[src/rtl/hsv_pkg.sv]
// Shared constants and types for the RGB-to-HSV pipeline stages.
// Channel indices, hue sector size, divider step count and hue-prep FSM encoding.
package hsv_pkg;

    localparam logic [1:0] IDX_R = 2'd0;
    localparam logic [1:0] IDX_G = 2'd1;
    localparam logic [1:0] IDX_B = 2'd2;

    localparam int unsigned HUE_SECTOR = 32'd60;
    localparam int unsigned DIV_STEPS  = 32'd14;
    localparam logic [3:0]  STEP_LAST  = 4'(DIV_STEPS - 32'd1);

    typedef enum logic [1:0] {
        ST_IDLE   = 2'd0,
        ST_DIVIDE = 2'd1,
        ST_DONE   = 2'd2
    } hue_state_e;

    // 60*|num|: at most 60*255 = 15300, which fits in 14 bits
    function automatic logic [13:0] scale_sector(input logic [7:0] mag);
        return 14'({6'd0, mag} * 14'(HUE_SECTOR));
    endfunction

endpackage

[src/rtl/udiv_restoring.sv]
// One-bit-per-step 14/8 unsigned restoring divider, MSB first.
// The caller sequences the steps; the quotient after the current step is presented combinationally.
module udiv_restoring
    import hsv_pkg::*;
(
    input  logic        clk,
    input  logic        rst,
    input  logic        start,
    input  logic        step,
    input  logic        last,
    input  logic [13:0] dividend,
    input  logic [7:0]  divisor,
    output logic        done,
    output logic [13:0] quotient
);

    logic [13:0] rem_r;
    logic [13:0] quo_r;
    logic [7:0]  div_r;
    logic [14:0] trial_s;
    logic        ge_s;
    logic [13:0] rem_next_s;
    logic [13:0] quo_next_s;

    // Trial subtraction for the current step; a zero divisor just yields all ones
    always_comb begin
        trial_s    = {rem_r, quo_r[13]};
        ge_s       = (trial_s >= {7'd0, div_r});
        rem_next_s = 14'd0;
        if (ge_s) begin
            rem_next_s = 14'(trial_s - {7'd0, div_r});
        end else begin
            rem_next_s = trial_s[13:0];
        end
        quo_next_s = {quo_r[12:0], ge_s};
    end

    assign quotient = quo_next_s;
    assign done     = step & last;

    // Remainder/quotient shift register: load on start, advance on step
    always_ff @(posedge clk) begin
        if (rst) begin
            rem_r <= 14'd0;
            quo_r <= 14'd0;
            div_r <= 8'd0;
        end else if (start) begin
            rem_r <= 14'd0;
            quo_r <= dividend;
            div_r <= divisor;
        end else if (step) begin
            rem_r <= rem_next_s;
            quo_r <= quo_next_s;
        end
    end

endmodule

[src/rtl/rgb_hue_prep.sv]
// Hue front end: picks the dominant channel and computes the signed in-sector
// hue offset 60*num/delta with a fixed-latency multi-cycle divider.
module rgb_hue_prep
    import hsv_pkg::*;
#(
    parameter int H_W = 10
) (
    input  logic           clk,
    input  logic           rst,
    input  logic           ce,
    input  logic           in_valid,
    output logic           in_ready,
    input  logic [7:0]     r,
    input  logic [7:0]     g,
    input  logic [7:0]     b,
    output logic           out_valid,
    input  logic           out_ready,
    output logic [H_W-1:0] h,
    output logic [1:0]     max_index,
    output logic [7:0]     v_max,
    output logic [7:0]     delta
);

    hue_state_e     state_r;
    hue_state_e     state_next_s;
    logic           in_ready_r;
    logic           out_valid_r;
    logic [H_W-1:0] h_r;
    logic [1:0]     max_index_r;
    logic [7:0]     v_max_r;
    logic [7:0]     delta_r;
    logic           sign_r;
    logic [3:0]     cnt_r;

    logic [1:0]     idx_s;
    logic [7:0]     vmax_s;
    logic [7:0]     vmin_rg_s;
    logic [7:0]     vmin_s;
    logic [7:0]     delta_s;
    logic [8:0]     num_s;
    logic [7:0]     mag_s;
    logic           accept_s;
    logic           div_step_s;
    logic           div_last_s;
    logic           div_done_s;
    logic [13:0]    quotient_s;
    logic [13:0]    q_mag_s;
    logic [H_W-1:0] h_mag_s;
    logic [H_W-1:0] h_next_s;

    // Dominant channel with tie priority R > G > B
    always_comb begin
        idx_s  = IDX_R;
        vmax_s = r;
        if ((r >= g) && (r >= b)) begin
            idx_s  = IDX_R;
            vmax_s = r;
        end else if (g >= b) begin
            idx_s  = IDX_G;
            vmax_s = g;
        end else begin
            idx_s  = IDX_B;
            vmax_s = b;
        end
    end

    assign vmin_rg_s = (r <= g) ? r : g;
    assign vmin_s    = (vmin_rg_s <= b) ? vmin_rg_s : b;
    assign delta_s   = vmax_s - vmin_s;

    // Signed in-sector numerator for the dominant channel
    always_comb begin
        num_s = 9'd0;
        case (idx_s)
            IDX_R:   num_s = {1'b0, g} - {1'b0, b};
            IDX_G:   num_s = {1'b0, b} - {1'b0, r};
            IDX_B:   num_s = {1'b0, r} - {1'b0, g};
            default: num_s = 9'd0;
        endcase
    end

    assign mag_s      = num_s[8] ? 8'(9'd0 - num_s) : num_s[7:0];
    assign accept_s   = ce && (state_r == ST_IDLE) && in_valid;
    assign div_step_s = ce && (state_r == ST_DIVIDE);
    assign div_last_s = (cnt_r == 4'd0);

    udiv_restoring u_div (
        .clk      (clk),
        .rst      (rst),
        .start    (accept_s),
        .step     (div_step_s),
        .last     (div_last_s),
        .dividend (scale_sector(mag_s)),
        .divisor  (delta_s),
        .done     (div_done_s),
        .quotient (quotient_s)
    );

    // Gray pixels discard the (all-ones) quotient so nothing from a zero divisor leaks out
    always_comb begin
        q_mag_s = 14'd0;
        if (delta_r == 8'd0) begin
            q_mag_s = 14'd0;
        end else begin
            q_mag_s = quotient_s;
        end
        h_mag_s  = H_W'(q_mag_s);
        h_next_s = {H_W{1'b0}};
        if (sign_r) begin
            h_next_s = {H_W{1'b0}} - h_mag_s;
        end else begin
            h_next_s = h_mag_s;
        end
    end

    // Next-state logic
    always_comb begin
        state_next_s = state_r;
        case (state_r)
            ST_IDLE: begin
                if (in_valid) state_next_s = ST_DIVIDE;
                else          state_next_s = ST_IDLE;
            end
            ST_DIVIDE: begin
                if (div_done_s) state_next_s = ST_DONE;
                else            state_next_s = ST_DIVIDE;
            end
            ST_DONE: begin
                if (out_ready) state_next_s = ST_DONE == ST_DONE ? ST_IDLE : ST_DONE;
                else           state_next_s = ST_DONE;
            end
            default: state_next_s = ST_IDLE;
        endcase
    end

    // State, handshake flags and result registers; everything holds while ce is low
    always_ff @(posedge clk) begin
        if (rst) begin
            state_r     <= ST_IDLE;
            in_ready_r  <= 1'b1;
            out_valid_r <= 1'b0;
            h_r         <= {H_W{1'b0}};
            max_index_r <= IDX_R;
            v_max_r     <= 8'd0;
            delta_r     <= 8'd0;
            sign_r      <= 1'b0;
            cnt_r       <= 4'd0;
        end else if (ce) begin
            state_r     <= state_next_s;
            in_ready_r  <= (state_next_s == ST_IDLE);
            out_valid_r <= (state_next_s == ST_DONE);
            if (accept_s) begin
                sign_r      <= num_s[8];
                max_index_r <= (delta_s == 8'd0) ? IDX_R : idx_s;
                v_max_r     <= vmax_s;
                delta_r     <= delta_s;
                cnt_r       <= STEP_LAST;
            end else if (div_step_s) begin
                if (div_done_s) begin
                    h_r   <= h_next_s;
                    cnt_r <= 4'd0;
                end else begin
                    cnt_r <= cnt_r - 4'd1;
                end
            end
        end
    end

    assign in_ready  = in_ready_r;
    assign out_valid = out_valid_r;
    assign h         = h_r;
    assign max_index = max_index_r;
    assign v_max     = v_max_r;
    assign delta     = delta_r;

endmodule

[config.mk]
export PLATFORM = sky130hd
export DESIGN_NAME = rgb_hue_prep
export DESIGN_NICKNAME = d
export VERILOG_FILES = /design/src/rtl/hsv_pkg.sv /design/src/rtl/udiv_restoring.sv /design/src/rtl/rgb_hue_prep.sv
export SDC_FILE = /design/constraint.sdc
export NUM_CORES = 1
export LEC_CHECK = 0
export BUFFER_PORTS_ARGS = -buffer_cell sky130_fd_sc_hd__buf_2
export CAP_MARGIN = 0
export CORE_MARGIN = 2
export CORE_UTILIZATION = 51
export DETAILED_ROUTE_END_ITERATION = 10
export PLACE_DENSITY = 0.77
export SLEW_MARGIN = 20
export SYNTH_ARGS = -nofsm -noshare
export SYNTH_HDL_FRONTEND = slang
export SYNTH_SLANG_ARGS = --single-unit
[constraint.sdc]
create_clock -name clk -period 9.4 [get_ports clk]
set_input_delay 0.94 -clock clk [delete_from_list [all_inputs] [get_ports clk]]
set_output_delay 0.94 -clock clk [all_outputs]
set_load 0.01 [all_outputs]
Word-level counts from Yosys, hierarchy flattened
Cells that the tools add are included.

operators by class
  add/subtract/negate cells = 8
  multipliers = 1
  $lt $le $gt $ge = 6
  equal/unequal tests = 5
  multiplexer cells = 21
  bitwise gates (word level) = 2
  reduce and logical (&&, ||, !) cells = 15

operators by type and width
  operator                 number
  $mux W14                 3
  $mux W8                  5
  $pmux W9 S3              1
  $sub A8 B8 Y9            3
  $ge A8 B8 Y1             3
  $mux W10                 2
  $le A8 B8 Y1             2
  $logic_not A8 Y1         2
  $ge A15 B8 Y1            1
  $sub A14 B8 Y14          1
  $mul A8 B4 Y12 const B   1
  $mux W4                  3
  $mux W2                  5
  $sub A1 B10 Y10 const A  1
  $sub A1 B8 Y8 const A    1
  $sub A8 B8 Y8            1
  $eq A2 B2 Y1 const B     3
  $logic_not A2 Y1         3
  $pmux W2 S3              1
  $eq A2 B1 Y1 const B     2
  $logic_and A1 B1 Y1      4
  $logic_not A4 Y1         1
  $reduce_and A2 Y1        2
  $reduce_and A4 Y1        1
  6 further kinds          6

storage, ports and cells
  register bits after elaboration = 73
  bits of input ports = 29
  output and inout port bits = 30
  logic and storage cells = 71

Longest topological paths before layout
  depth after elaboration = 9
  gate-level depth with buffers = 32
  mapped depth without buffers = 29

Modules after synthesis
From an unflattened synthesis, not the netlist that was laid out.

unflattened totals
  cell total of the unflattened synthesis = 943
  area, all modules = 7,183.1 um^2

modules (own cells, without submodules)
  module          times used  cells an instance  area each (um^2)
  rgb_hue_prep    1           682                5,064.9
  udiv_restoring  1           261                2,118.3

Least setup slack after synthesis
No wires, ideal clock.

  kind = input to register
  from = input port r[1]
  to = register u_div.quo_r[12]
  setup time = 115 ps
  arrival = 6,270 ps
  path slack = 3,015 ps
  cell stages on the path = 30
  buffers on the path = 3
  path through = inv_1 ha_1 nor2b_1 o31a_1 nor2_1 o311ai_4 buf_6 buf_4 clkbuf_1 o21ai_0 inv_1 ha_1 nor2b_1 xnor2_1 inv_1 fa_1 inv_1 fa_1 inv_1 ha_1 nor2b_1 o21ai_0 a21oi_1 o21ai_0 nand2b_1 a21o_1 a21oi_1 xor2_1 o21ai_0 o21a_1

on the way
  word-level cells in the longest chain between the ends = 9
  elaborated cells on any way between the ends = 14
  classes of those cells = add/sub (3); mul (1); order compare (2); eq/ne (2); mux (4); reduce/logical (2)

RTL lines
  what                                        line                  source
  start, declared                             rgb_hue_prep.sv:13    input logic [7:0] r,
  $ge A8 B8 Y1                                rgb_hue_prep.sv:55    if ((r >= g) && (r >= b)) begin
  $logic_and A1 B1 Y1                         rgb_hue_prep.sv:55
  $mux W2                                     rgb_hue_prep.sv:55
  $eq A2 B2 Y1, or another cell as far along  rgb_hue_prep.sv:74    case (idx_s)
  $pmux W9 S3 (*)                             rgb_hue_prep.sv:74
  $sub A1 B8 Y8                               rgb_hue_prep.sv:82    assign mag_s = num_s[8] ? 8'(9'd0 - num_s) : num_s[7:0];
  $mux W8 (*)                                 rgb_hue_prep.sv:82
  $mul A8 B4 Y12 (*)                          hsv_pkg.sv:21         return 14'({6'd0, mag} * 14'(HUE_SECTOR));
  $mux W14 (*)                                udiv_restoring.sv:47  end else if (start) begin
  end signal, assigned                        udiv_restoring.sv:49  quo_r <= dividend;
  end signal, assigned                        udiv_restoring.sv:53  quo_r <= quo_next_s;
  end, declared                               udiv_restoring.sv:18  logic [13:0] quo_r;

Every way passes the cells marked *; elsewhere a longest branch is shown, timed or not.
A chain may end at the register's enable or synchronous reset.

Worst setup path after layout
  from = input port g[2]
  to = register max_index_r[0], in the netlist max_index[0]

on the way
  word-level cells in the longest chain between the ends = 7
  elaborated cells on any way between the ends = 14
  classes of those cells = add/sub (1); order compare (4); mux (7); reduce/logical (2)

RTL lines
  what                  line                 source
  start, declared       rgb_hue_prep.sv:14   input logic [7:0] g,
  $le A8 B8 Y1          rgb_hue_prep.sv:67   assign vmin_rg_s = (r <= g) ? r : g;
  $mux W8               rgb_hue_prep.sv:67
  $le A8 B8 Y1          rgb_hue_prep.sv:68   assign vmin_s = (vmin_rg_s <= b) ? vmin_rg_s : b;
  $mux W8               rgb_hue_prep.sv:68
  $sub A8 B8 Y8         rgb_hue_prep.sv:69   assign delta_s = vmax_s - vmin_s;
  $logic_not A8 Y1      rgb_hue_prep.sv:154  max_index_r <= (delta_s == 8'd0) ? IDX_R : idx_s;
  $mux W2 (*)           rgb_hue_prep.sv:154
  end signal, assigned  rgb_hue_prep.sv:154
  end, declared         rgb_hue_prep.sv:29   logic [1:0] max_index_r;

Marks and branches as above.

==> impl_metrics.env <==
export IMPL_outcome="finished, final reports clean"
export IMPL_instances_no_fill=1089
export IMPL_hold_path_class="reg -> reg"
export IMPL_ios=59
export IMPL_synth_cell_types=66
export IMPL_grt_pass1_vias=5705
export IMPL_report_final_slew_viol_count=0
export IMPL_routed_wl_mm=15.28
export IMPL_start_util_pct=52.06
export IMPL_rsz0062_at_grt="no"
export IMPL_via_per_inst=5.602
export IMPL_crit_fanout=14
export IMPL_syn_to_final_growth_pct=10.81
export IMPL_synthFlopType="dfxtp_1"
export IMPL_end_kind="register"
export IMPL_syn_inst=870
export IMPL_post_cts_resized=0
export IMPL_synth_area_leader_cell="dfxtp_1"
export IMPL_vdd_ir_drop_max_v=0.0001828
export IMPL_max_stage_delay_ps=840
export IMPL_syn_area_per_cell_um2=7.520
export IMPL_post_synth_top_count_cell="nand2_1"
export IMPL_cts_root_buf="clkbuf_16"
export IMPL_cts_hold_fix_buffers=0
export IMPL_fin_crit_sh_pct=75.96
export IMPL_antenna_found_initial=0
export IMPL_syn_cell_area_um2=6543
export IMPL_num_nets_final=1021
export IMPL_ys_seq_area_share_pct=22.34
export IMPL_clock_latency_ps=340
export IMPL_cp_slowest_cell="a2bb2oi_1"
export IMPL_clk_pin_slew_ps=60
export IMPL_die_area_um2=13750
export IMPL_crit_arrival_ps=7340
export IMPL_cp_required_ps=9590
export IMPL_cp_start_kind="primary input"
export IMPL_cts_made_buffers=9
export IMPL_yosys_warnings=0
export IMPL_row_count=41
export IMPL_power_total_mw=2.271
export IMPL_power_density_nw_per_um2=313.2
export IMPL_fin_util_pct=57.68
export IMPL_maxCapViolations=0
export IMPL_die_w_um=117.3
export IMPL_wl_per_cell_um=14.03
export IMPL_cts_buffer_depth=2
export IMPL_grt_overflow=0
export IMPL_worst_pin_slew_ps=1034
export IMPL_finalHoldViolations=0
export IMPL_grt_pass1_wl_mm=25.95
export IMPL_first_pass_iters=7
export IMPL_grt_use_total_pct=23.32
export IMPL_drt_iter0_drc=439
export IMPL_yosys_register_bits=73
export IMPL_synth_nets=979
export IMPL_leakagePower_nw=3.220
export IMPL_vias=6101
export IMPL_die_height_um=117.3
export IMPL_synth_common_cells="100 x nand2_1, 90 x a21oi_1, 84 x nor2_1"
export IMPL_synth_edf_count=0
export IMPL_final_antenna_net_count=0
export IMPL_synth_top_area_share_pct=22.34
export IMPL_ctsHtreeMaxLevel=3
export IMPL_slew_headroom_pct=30.77
export IMPL_finalSetupTns_ps=0
export IMPL_core_um2=12570
export IMPL_setup_viol_count_final=0
export IMPL_critPathKind="in -> reg"
export IMPL_antenna_cells=0
export IMPL_cts_sinks=73
export IMPL_cts_tree="yes"
export IMPL_drive_above_1_share_pct=10.58
export IMPL_port_buffers=58
export IMPL_min_period_ps=7140
export IMPL_grt_max_degree=48
export IMPL_place_gp_congestion=0.9090
export IMPL_drcViolationCount=0
export IMPL_skew_ps=8.382
export IMPL_post_cts_setup_buffers=0
export IMPL_synthArstFlopShare_pct=0
export IMPL_fmax_mhz=140.1
export IMPL_synth_area_leaders="dfxtp_1 22%, ha_1 13%, a21oi_1 6.9%, nand2_1 5.7%, o21ai_0 5.4%"
export IMPL_placedCellCount=1073
export IMPL_hpwl_mm=12.06
cells by family (layout without fill, tap and decap cells):
family,Yosys count,in the layout,share of synthesized area [%]
adder cells (fa/ha/maj),80,80,16.79
XOR/XNOR,51,51,7.459
flip-flops,73,73,22.34
AND/OR/NAND/NOR,277,277,19.24
buffers and inverters,113,160,6.846
AO/OA/AOI/OAI,262,262,25.15
multiplexers,14,14,2.180
worst paths after layout:
| path | depth (start not counted) | slack, ps | from | to |
|---|---|---|---|---|
| setup reg to reg | 15 | 5640 | u_div.div_r[1]$_SDFFE_PP0P_ | h[8]$_SDFFE_PP0P_ |
| setup / recovery | 27 | 2260 | g[2] | max_index[0]$_SDFFE_PP0P_ |
| hold / removal | 2 | 450 | h[5]$_SDFFE_PP0P_ | h[5]$_SDFFE_PP0P_ |
| hold reg to reg | 2 | 450 | h[5]$_SDFFE_PP0P_ | h[5]$_SDFFE_PP0P_ |
registers in the layout, indices dropped and copies added, names as in the netlist:
register,flops
out_valid,1
delta,8
u_div.quo_r,14
max_index,2
u_div.div_r,8
h,10
v_max,8
cnt_r,4
u_div.rem_r,14
in_ready,1
sign_r,1
state_r,2
where the power goes:
group	leakage, nW	internal [mW]	switching (mW)
Clock	0.149	0.213	0.132
Sequential	0.595	0.344	0.0267
Combinational	2.48	0.687	0.868
Total	3.22	1.24	1.03
stage by stage:
step | worst slack, ps | hold WS, ps | area [um2]
2_1_floorplan | 3015 | 436.3 | 6543
5_1_grt | 1647 | 481.2 | 7249
4_1_cts | 2275 | 453.4 | 7249
3_5_place_dp | 1957 | 440.0 | 6945
3_3_place_gp | 2094 | 438.3 | 6945
6_report | 2260 | 451.9 | 7249
routing by layer:
layer,track usage [%],routed length [um],vias up
met2,40.34,7280,152
li1,-,-,3115
met5,0,0,-
met3,3.347,692,19
met1,30.42,7064,2815
met4,6.275,243,0
cell usage in the layout, fill, tap and decap left out, drive strengths merged, types with 11 or more instances in the layout:
cell type  count
inv           81
a21oi         92
a211oi        11
o21a          14
xor2          23
mux2i         12
buf           64
nand2b        11
nor2b         20
nand2        101
xnor2         28
fa            13
ha            67
o21ai         74
nor3          12
nor2          84
dfxtp         73
nand3         11
final cells by class:
cell class / count / area (um2)
fill: 1204 / 5319
multi-input combinational: 684 / 4633
sequential: 73 / 1461
timing repair buffer: 64 / 335.3
inverter: 80 / 300.3
clock buffer: 10 / 239.0
tap: 172 / 215.2
clock inverter: 6 / 65.06
critical path: cells and delay by family:
| kind | cells | cell delay, ps |
|---|---|---|
| AOI/OAI and AO/OA | 15 | 3420 |
| adders and majority gates | 3 | 1160 |
| and+or+nand+nor | 5 | 1040 |
| muxes | 1 | 450 |
| buffers and inverters | 2 | 170 |
| xor gates and xnor gates | 1 | 140 |
(Power assumes the default switching activity.)
